==> src/rtl/sync_fifo_levels.sv <==
// Single-clock FIFO with fill-level reporting, almost-full threshold, sticky
// overflow/underflow flags and a selectable hold-last or show-ahead read port.
module sync_fifo_levels #(
  parameter int WIDTH       = 32,
  parameter int DEPTH       = 16,
  parameter int ALMOST_FULL = DEPTH - 4,
  parameter int SHOW_AHEAD  = 0
) (
  input  logic                     clk,
  input  logic                     reset,
  input  logic                     write_en,
  input  logic [WIDTH-1:0]         data_in,
  input  logic                     read_en,
  output logic [WIDTH-1:0]         data_out,
  output logic                     data_valid,
  output logic                     empty,
  output logic                     full,
  output logic                     almost_full,
  output logic [$clog2(DEPTH):0]   level,
  output logic                     overflow,
  output logic                     underflow,
  input  logic                     clear_flags
);

  localparam int AW = $clog2(DEPTH);
  localparam int LW = AW + 1;

  localparam logic [AW-1:0] PTR_ZERO  = {AW{1'b0}};
  localparam logic [AW-1:0] PTR_ONE   = AW'(1);
  localparam logic [LW-1:0] LVL_ZERO  = {LW{1'b0}};
  localparam logic [LW-1:0] LVL_ONE   = LW'(1);
  localparam logic [LW-1:0] LVL_FULL  = LW'(DEPTH);
  localparam logic [LW-1:0] LVL_AFULL = LW'(ALMOST_FULL);

  logic [WIDTH-1:0] r_mem [DEPTH];
  logic [AW-1:0]    r_wr_ptr;
  logic [AW-1:0]    r_rd_ptr;
  logic [LW-1:0]    r_level;
  logic             r_empty;
  logic             r_full;
  logic             r_almost_full;
  logic             r_overflow;
  logic             r_underflow;

  logic             w_read_acc;
  logic             w_write_acc;
  logic             w_overflow_set;
  logic             w_underflow_set;
  logic [LW-1:0]    w_level_next;

  // A read is only accepted when data is present; a write into a full FIFO
  // is still accepted if a read frees the head slot on the same edge.
  assign w_read_acc      = read_en & ~r_empty;
  assign w_write_acc     = write_en & (~r_full | w_read_acc);
  assign w_overflow_set  = write_en & r_full & ~w_read_acc;
  assign w_underflow_set = read_en & r_empty;

  always_comb begin
    w_level_next = r_level;
    if (w_write_acc && !w_read_acc) begin
      w_level_next = r_level + LVL_ONE;
    end else if (w_read_acc && !w_write_acc) begin
      w_level_next = r_level - LVL_ONE;
    end else begin
      w_level_next = r_level;
    end
  end

  // Storage is intentionally left uninitialised by reset.
  always_ff @(posedge clk) begin
    if (!reset && w_write_acc) begin
      r_mem[r_wr_ptr] <= data_in;
    end
  end

  always_ff @(posedge clk) begin
    if (reset) begin
      r_wr_ptr <= PTR_ZERO;
      r_rd_ptr <= PTR_ZERO;
    end else begin
      if (w_write_acc) begin
        r_wr_ptr <= r_wr_ptr + PTR_ONE;
      end
      if (w_read_acc) begin
        r_rd_ptr <= r_rd_ptr + PTR_ONE;
      end
    end
  end

  // Status flags derive from the next level so they never lag the count.
  always_ff @(posedge clk) begin
    if (reset) begin
      r_level       <= LVL_ZERO;
      r_empty       <= 1'b1;
      r_full        <= 1'b0;
      r_almost_full <= 1'b0;
    end else begin
      r_level       <= w_level_next;
      r_empty       <= (w_level_next == LVL_ZERO);
      r_full        <= (w_level_next == LVL_FULL);
      r_almost_full <= (w_level_next >= LVL_AFULL);
    end
  end

  // Error setting wins over a same-cycle clear so no event is ever lost.
  always_ff @(posedge clk) begin
    if (reset) begin
      r_overflow  <= 1'b0;
      r_underflow <= 1'b0;
    end else begin
      if (w_overflow_set) begin
        r_overflow <= 1'b1;
      end else if (clear_flags) begin
        r_overflow <= 1'b0;
      end
      if (w_underflow_set) begin
        r_underflow <= 1'b1;
      end else if (clear_flags) begin
        r_underflow <= 1'b0;
      end
    end
  end

  generate
    if (SHOW_AHEAD == 0) begin : g_hold_last
      logic [WIDTH-1:0] r_data_out;
      logic             r_data_valid;

      // Registered read port: holds the last popped word until the next pop.
      always_ff @(posedge clk) begin
        if (reset) begin
          r_data_out   <= {WIDTH{1'b0}};
          r_data_valid <= 1'b0;
        end else if (w_read_acc) begin
          r_data_out   <= r_mem[r_rd_ptr];
          r_data_valid <= 1'b1;
        end else begin
          r_data_valid <= 1'b0;
        end
      end

      assign data_out   = r_data_out;
      assign data_valid = r_data_valid;
    end else begin : g_show_ahead
      // Head word is presented straight from storage; undefined while empty.
      assign data_out   = r_mem[r_rd_ptr];
      assign data_valid = ~r_empty;
    end
  endgenerate

  assign empty       = r_empty;
  assign full        = r_full;
  assign almost_full = r_almost_full;
  assign level       = r_level;
  assign overflow    = r_overflow;
  assign underflow   = r_underflow;

endmodule

==> config.mk <==
export PLATFORM = sky130hd
export DESIGN_NAME = sync_fifo_levels
export DESIGN_NICKNAME = d
export VERILOG_FILES = /design/src/rtl/sync_fifo_levels.sv
export SDC_FILE = /design/constraint.sdc
export NUM_CORES = 1
export LEC_CHECK = 0
export BUFFER_PORTS_ARGS = -buffer_cell sky130_fd_sc_hd__buf_2
export CAP_MARGIN = 40
export CORE_MARGIN = 4
export CORE_UTILIZATION = 55
export CTS_BUF_LIST = sky130_fd_sc_hd__clkbuf_4 sky130_fd_sc_hd__clkbuf_8 sky130_fd_sc_hd__clkbuf_16
export CTS_CLUSTER_DIAMETER = 200
export DETAILED_ROUTE_END_ITERATION = 8
export PLACE_DENSITY = 0.72
export SETUP_SLACK_MARGIN = 0.15
export SLEW_MARGIN = 20
export SYNTH_ARGS = -nofsm -noshare
export SYNTH_HDL_FRONTEND = slang
export SYNTH_SLANG_ARGS = --single-unit
==> constraint.sdc <==
create_clock -name clk -period 11.5 [get_ports clk]
set_input_delay 2.3 -clock clk [delete_from_list [all_inputs] [get_ports clk]]
set_output_delay 2.3 -clock clk [all_outputs]
set_load 0.005 [all_outputs]
==> results of run 1 <==
## final cells by class
| cell class | count | area (µm²) | area share (%) |
|---|---|---|---|
| clock buffer | 72 | 1560 | 6.35 |
| clock inverter | 30 | 248 | 1.01 |
| inverter | 8 | 30.0 | 0.122 |
| multi-input combinational | 456 | 4810 | 19.6 |
| sequential | 563 | 16400 | 66.8 |
| tap | 518 | 648 | 2.64 |
| timing repair buffer | 110 | 853 | 3.48 |
## flip-flops by register name, indices dropped and copies added (netlist names)
name,cells
r_mem,512
data_out,32
level,5
r_rd_ptr,4
r_wr_ptr,4
almost_full,1
data_valid,1
empty,1
full,1
overflow,1
underflow,1
## synthesized netlist by cell type, drive strengths merged (2+ instances only)
cell type,instances,share of area [%]
edfxtp,512,72
mux2i,160,7.5
a22oi,64,2.2
mux4,64,6.7
buf,52,1.6
dfxtp,51,4.8
a32oi,32,1.3
o21ai,32,0.75
nor2,31,0.55
clkbuf,12,0.21
nor3,12,0.36
nand2,10,0.17
inv,8,0.14
ha,7,0.41
xor2,6,0.28
a21oi,4,0.093
nand2b,4,0.15
nand3,4,0.093
nor2b,4,0.12
xnor2,3,0.16
a31oi,2,0.16
## worst min-delay path by stage
stage,from,to,slack (ps),depth (start not counted)
after global routing,data_out[4]$_SDFFE_PP0P_,data_out[4]$_SDFFE_PP0P_,510,2
after global placement,data_out[3]$_SDFFE_PP0P_,data_out[3]$_SDFFE_PP0P_,470,2
after detailed placement,data_out[4]$_SDFFE_PP0P_,data_out[4]$_SDFFE_PP0P_,470,2
final,data_out[4]$_SDFFE_PP0P_,data_out[4]$_SDFFE_PP0P_,480,2
after floorplan,data_out[0]$_SDFFE_PP0P_,data_out[0]$_SDFFE_PP0P_,470,2
after CTS,data_out[4]$_SDFFE_PP0P_,data_out[4]$_SDFFE_PP0P_,490,2
## power by group through the flow
stage / sequential (W) / combinational (W) / clock [W]
after floorplan: 0.00233 / 0.000218 / 0
after global placement: 0.00234 / 0.000301 / 0
after detailed placement: 0.00235 / 0.000319 / 0
after CTS: 0.00230 / 0.000321 / 0.00180
after global routing: 0.00231 / 0.000345 / 0.00190
final: 0.00230 / 0.000317 / 0.00177
## cell families after synthesis
group,after synthesis,synth area share [%]
buf+inv,72,1.93
flops,563,76.4
compound gates,142,4.91
fa+ha+maj,7,0.408
xor+xnor,9,0.437
mux,224,14.2
simple gates,74,1.78
## per-stage QoR
step,setup WS (ps),total power [W],instances
2_1_floorplan,5810,0.00255,1091
3_3_place_gp,6750,0.00265,1642
3_5_place_dp,6800,0.00267,1655
4_1_cts,7410,0.00443,1757
5_1_grt,7280,0.00455,1757
6_report,7380,0.00439,1757
## critical path, delay by kind of cell
family                 cells  cell delay [ps]
and+or+nand+nor            4             1200
buffers and inverters      2              560
AOI/OAI and AO/OA          1              310
## per-layer routing
metal	share of wire, %	global-route usage [%]
met1	42	30.1
met3	6.7	4.16
met4	1.9	4.78
met5	0	0
met2	49	33.7
==> impl_metrics.csv, run 1 <==
group,metric,value,unit
critical_path,critPathLaunchType,"input pin",
clocking,cts-buffers-inserted,55,
timing,report.final.setup_viol,0,
clocking,worst_skew_pair.late_latency,590,ps
layout,antenna_cells,0,
synthesis,yosysSeqAreaShare,76.4,%
timing,fin_crit_sh,35.8,%
global_routing,antenna_found_initial,0,
timing,rsz0062_at_grt,"false",
clocking,cts.sink_count,563,
clocking,cts_root_buf,"clkbuf_16",
global_routing,gr-total-overflow,0,
critical_path,path_max_fanout,17,
synthesis,ys_types,49,
power,p_int,0.00345,W
placed_design,dpl.hpwl,25400,µm
drt,drt_iter0_drc,1061,
die,die_height,206,µm
clocking,clock_path_buffers,3,
timing,min_period,4120,ps
synthesis,ys_warn_count,0,
critical_path,critPathSlowestCell,"nor2_4",
layout,finalInstanceArea,24500,µm²
synthesis,syn-cell-area,21500,µm²
layout,area_growth,14.3,%
critical_path,slowest_delay,600,ps
layout,drive_gt1_share,24.1,%
clocking,post_cts_buffers,0,
clocking,post_cts_resized,0,
layout,layout_commonest_cell,"edfxtp_1",
critical_path,r2r_slack,8200,ps
synthesis,async_flop_share,0,%
power,comb_power_share,7.2,%
global_routing,grt_pass1_wl,66400,µm
clocking,cts_hold_buf,0,
synthesis,syn-instance-count,1091,
run,maxCapViolations,0,
critical_path,crit_start,"read_en",
critical_path,worstPathArrival,4370,ps
global_routing,gr-usage-all-layers,20.9,%
timing,skew,16.0,ps
power,p_clk_share,40.3,%
drt,vias,10543,
min_path,hp-class,"flop to flop",
clocking,ctsHtreeMaxLevel,2,
timing,hold_viol,0,
synthesis,avgSynthCellArea,19.7,µm²
power,power.density,179,nW/µm²
critical_path,r2r_end,"data_out[25]$_SDFFE_PP0P_",
drt,wl_per_cell,24.6,µm
placed_design,placed_cell_area,22700,µm²
power,switching_share,21.4,%
critical_path,cp.required,11750,ps
drt,vias_per_cell,6.00,
outcome,outcome,"completed",
timing,whs,485,ps
die,start_util,55.6,%
timing,relSlewSlack,43.5,%
layout,fillCellCount,2619,
synthesis,synthesis.nets,1135,
placed_design,gp_congestion,0.761,
die,pin_count,80,
clocking,clkSlewWorstSetupHoldPaths,60,ps
critical_path,critPathCaptureType,"flop",
die,dieArea,42300,µm²
die,die_w,206,µm
timing,tns,0,ps
power,max-vdd-ir-drop,0.000129,V
power,p_switching,0.000939,W
critical_path,worstReg2RegStart,"r_rd_ptr[0]$_SDFFE_PP0P_",
drt,drt_wl_total,43200,µm
timing,drv_slew,0,
critical_path,ff2ff_path_depth,5,
layout,layout_common_cells,"edfxtp_1, mux2i_1, buf_2",
power,leakage,7.68,nW
global_routing,grt_max_degree,43,
clocking,cts_tree,"yes",
critical_path,critPathCapture,"r_mem[15][7]$_DFFE_PP_",
placed_design,io_buffers,79,
synthesis,synth_seq_cells,563,
global_routing,grt_pass1_vias,10721,
synthesis,synth-main-ff-cell,"edfxtp_1",
die,fp.coreArea,38600,µm²
drt,first_pass_iters,6,
power,p_seq_share,52.5,%
drt,ant_nets,0,
synthesis,synth-edff-count,512,
critical_path,setup.worst_path.class,"input pin to flop",
timing,worst_slew_pin_slew,847,ps
die,std_cell_rows,72,
timing,fmax,0.243,GHz
layout,finalCoreUtilization,63.5,%
layout,final_nets,1238,
critical_path,worstPathCellList,"buf_2, nand2b_4, a21boi_2, and2b_1, nand2_1, nor2_4, buf_4",
drt,drc,0,
No activity file was read; power rests on OpenSTA's default activity.
==> inputs of run 2 (changes only) <==
Settings changed: ABC_AREA from default to 1.
Clock period 11.5 ns to 4.1 ns, I/O delays scaled along.
==> impl_metrics.csv, run 2 <==
group,metric,value,unit
outcome,outcome,"completed",
drt,ant_nets,0,
synthesis,async_flop_share,0,%
critical_path,worstReg2RegStart,"r_rd_ptr[1]$_SDFFE_PP0P_",
clocking,post_cts_buffers,0,
power,p_switching,0.00289,W
min_path,hold_path_startpoint,"underflow$_SDFFE_PP0P_",
layout,fillCellCount,3076,
run,maxCapViolations,0,
min_path,hp-class,"flop to flop",
synthesis,synth-edff-count,512,
critical_path,worstPathCellList,"inv_6, buf_4, nand3_1, nand3_1, nand2_1, nand2_1, nand2_1, o21ai_1, inv_1",
power,max-vdd-ir-drop,0.000332,V
drt,first_pass_iters,5,
layout,area_growth,12.3,%
power,switching_share,23.3,%
synthesis,synth_compound_area_share,1.85,%
clocking,cts_hold_buf,0,
critical_path,worstPathArrival,2990,ps
die,dieArea,44600,µm²
clocking,clock_path_buffers,3,
power,p_seq_share,51.7,%
global_routing,grt_pass1_wl,81300,µm
clocking,cts.sink_count,563,
synthesis,post-synth-top-count-cell,"nand2_1",
critical_path,setup.worst_path.class,"flop to flop",
die,fp.coreArea,40800,µm²
power,p_clk_share,39.2,%
critical_path,worst-path-buf-inv,3,
drt,vias_per_cell,5.70,
drt,drc,0,
critical_path,cp.required,4560,ps
layout,largest-register,"r_mem",
global_routing,grt_pass1_vias,14567,
clocking,clkSlewWorstSetupHoldPaths,60,ps
power,leakage,9.58,nW
critical_path,slowest_delay,690,ps
critical_path,critPathCaptureType,"flop",
drt,drt_wl_total,52500,µm
placed_design,dp_slack,881,ps
global_routing,grt_max_degree,259,
min_path,hold_depth,2,
clocking,worst_skew_pair.late_latency,590,ps
timing,rsz0062_at_grt,"false",
synthesis,synth_top_area_cell,"edfxtp_1",
synthesis,synthTopCellsByCount,"nand2_1, edfxtp_1, nand3_1",
clocking,ctsHtreeMaxLevel,2,
synthesis,synthesis.nets,2026,
synthesis,yosys.area_share.simple,21.3,%
synthesis,ys_warn_count,0,
critical_path,r2r_end,"data_out[15]$_SDFFE_PP0P_",
synthesis,synth_seq_cells,563,
synthesis,ys_types,27,
critical_path,critPathSlowestCell,"inv_6",
critical_path,critical_path.top_delay_family,"buffers and inverters",
global_routing,antenna_found_initial,0,
synthesis,yosysSeqAreaShare,72.3,%
synthesis,synth.top_cell.area_share,67.8,%
clocking,cts_tree,"yes",
global_routing,gr-usage-all-layers,23.4,%
die,die_height,211,µm
power,p_int,0.00953,W
die,pin_count,80,
drt,wl_per_cell,20.0,µm
layout,finalInstanceArea,25500,µm²
layout,antenna_cells,0,
timing,relSlewSlack,42.7,%
synthesis,synth-main-ff-cell,"edfxtp_1",
timing,worst_slew_pin_slew,860,ps
layout,largest_reg_flops,512,
global_routing,gr-total-overflow,0,
timing,report.final.setup_viol,0,
synthesis,synth_fa_ha_area_share,0.386,%
synthesis,synth_top_family_by_area,"simple AND/OR/NAND/NOR gates",
timing,drv_slew,0,
layout,final_nets,2089,
layout,layout_commonest_cell,"nand2_1",
die,start_util,55.5,%
synthesis,avgSynthCellArea,11.4,µm²
power,power.density,487,nW/µm²
placed_design,dpl.hpwl,28900,µm
power,power,0.0124,W
critical_path,path_max_fanout,87,
power,comb_power_share,9.1,%
placed_design,placed_cell_area,23600,µm²
placed_design,gp_congestion,0.797,
timing,fmax,0.395,GHz
layout,layout_common_cells,"nand2_1, edfxtp_1, nand3_1",
timing,timing.final.ws_setup,1570,ps
placed_design,io_buffers,79,
timing,tns,0,ps
critical_path,critPathLaunchType,"flop",
critical_path,ff2ff_path_depth,9,
timing,hold_viol,0,
synthesis,synth-xor-area-share,0.116,%
die,die_w,211,µm
clocking,post_cts_resized,0,
synthesis,syn-cell-area,22700,µm²
critical_path,r2r_slack,1570,ps
drt,drt_iter0_drc,1684,
timing,skew,26.0,ps
timing,min_period,2530,ps
critical_path,crit_top_cell,"nand2_1",
min_path,hold_end,"underflow$_SDFFE_PP0P_",
synthesis,syn-instance-count,1982,
synthesis,synthMuxAreaShare,0,%
drt,vias,14933,
synthesis,synth_area_leaders,"edfxtp_1, nand2_1, nand3_1",
timing,fin_crit_sh,61.7,%
clocking,cts_root_buf,"clkbuf_16",
layout,drive_gt1_share,11.7,%
clocking,cts-buffers-inserted,54,
die,std_cell_rows,74,
==> run 2: cell types whose count changed after synthesis, sizes merged, moves of 32 or more <==
cell / delta
mux2i: -160
a22oi: -64
nor2: +56
a21oi: +41
a32oi: -32
nand2: +644
nand3: +389
inv: +51
buf: +47
mux4: -64
==> run 2: metal layers <==
| layer | global-route usage (%) | wire [µm] | up-vias | part of all wire (%) |
|---|---|---|---|---|
| li1 | - | - | 6990 | - |
| met1 | 33.5 | 21900 | 7196 | 42 |
| met2 | 37.1 | 24800 | 662 | 47 |
| met3 | 4.44 | 4750 | 85 | 9.0 |
| met4 | 6.95 | 1110 | 0 | 2.1 |
| met5 | 0 | 0 | - | 0 |
==> run 2: final cells by class <==
class | instances | area [µm²] | share of cell area (%)
clock inverters | 26 | 203 | 0.796
inverters | 59 | 231 | 0.909
well taps | 532 | 666 | 2.61
multi-input cells | 1241 | 5470 | 21.5
clock buffers | 74 | 1550 | 6.10
flip-flops and latches | 563 | 16400 | 64.4
repair buffers | 126 | 941 | 3.69
==> run 2: stage by stage <==
stage                     utilization, %  hold WS (ps)  std cells
after floorplan                        -           455       1982
after global placement              57.8           447       2516
after detailed placement            57.9           472       2518
after CTS                           62.2           477       2618
after global routing                62.4           494       2621
final                               62.4           469       2621
==> run 2: kinds of logic after synthesis <==
logic type	after synthesis
and+or+nand+nor	1148
xor gates and xnor gates	3
AOI/OAI and AO/OA	83
adders and majority gates	7
buffers and inverters	178
DFF	563
==> run 2: worst max-delay path by stage <==
stage / end / from / depth (start not counted) / slack (ps)
6_report: data_out[15]$_SDFFE_PP0P_ / r_rd_ptr[1]$_SDFFE_PP0P_ / 9 / 1570
5_1_grt: r_mem[6][20]$_DFFE_PP_ / empty$_SDFF_PP1_ / 8 / 1420
4_1_cts: r_mem[4][2]$_DFFE_PP_ / empty$_SDFF_PP1_ / 8 / 1430
3_5_place_dp: r_mem[4][5]$_DFFE_PP_ / read_en / 8 / 880
3_3_place_gp: r_mem[4][30]$_DFFE_PP_ / read_en / 8 / 920
2_1_floorplan: r_mem[5][0]$_DFFE_PP_ / read_en / 6 / 30
==> run 2: worst register-to-register path, cell delays in order, from the launching register on <==
cell	delay, ps
dfxtp_4	530
inv_6	710
buf_4	480
nand3_1	140
nand3_1	110
nand2_1	90
nand2_1	80
nand2_1	50
o21ai_1	160
inv_1	60
==> run 2: power groups by stage <==
stage	Combinational, W	Clock [W]	Sequential, W
3_3_place_gp	0.00109	0	0.00653
4_1_cts	0.00113	0.00495	0.00641
5_1_grt	0.00127	0.00519	0.00642
3_5_place_dp	0.00112	0	0.00653
2_1_floorplan	0.000796	0	0.00651
6_report	0.00113	0.00487	0.00641
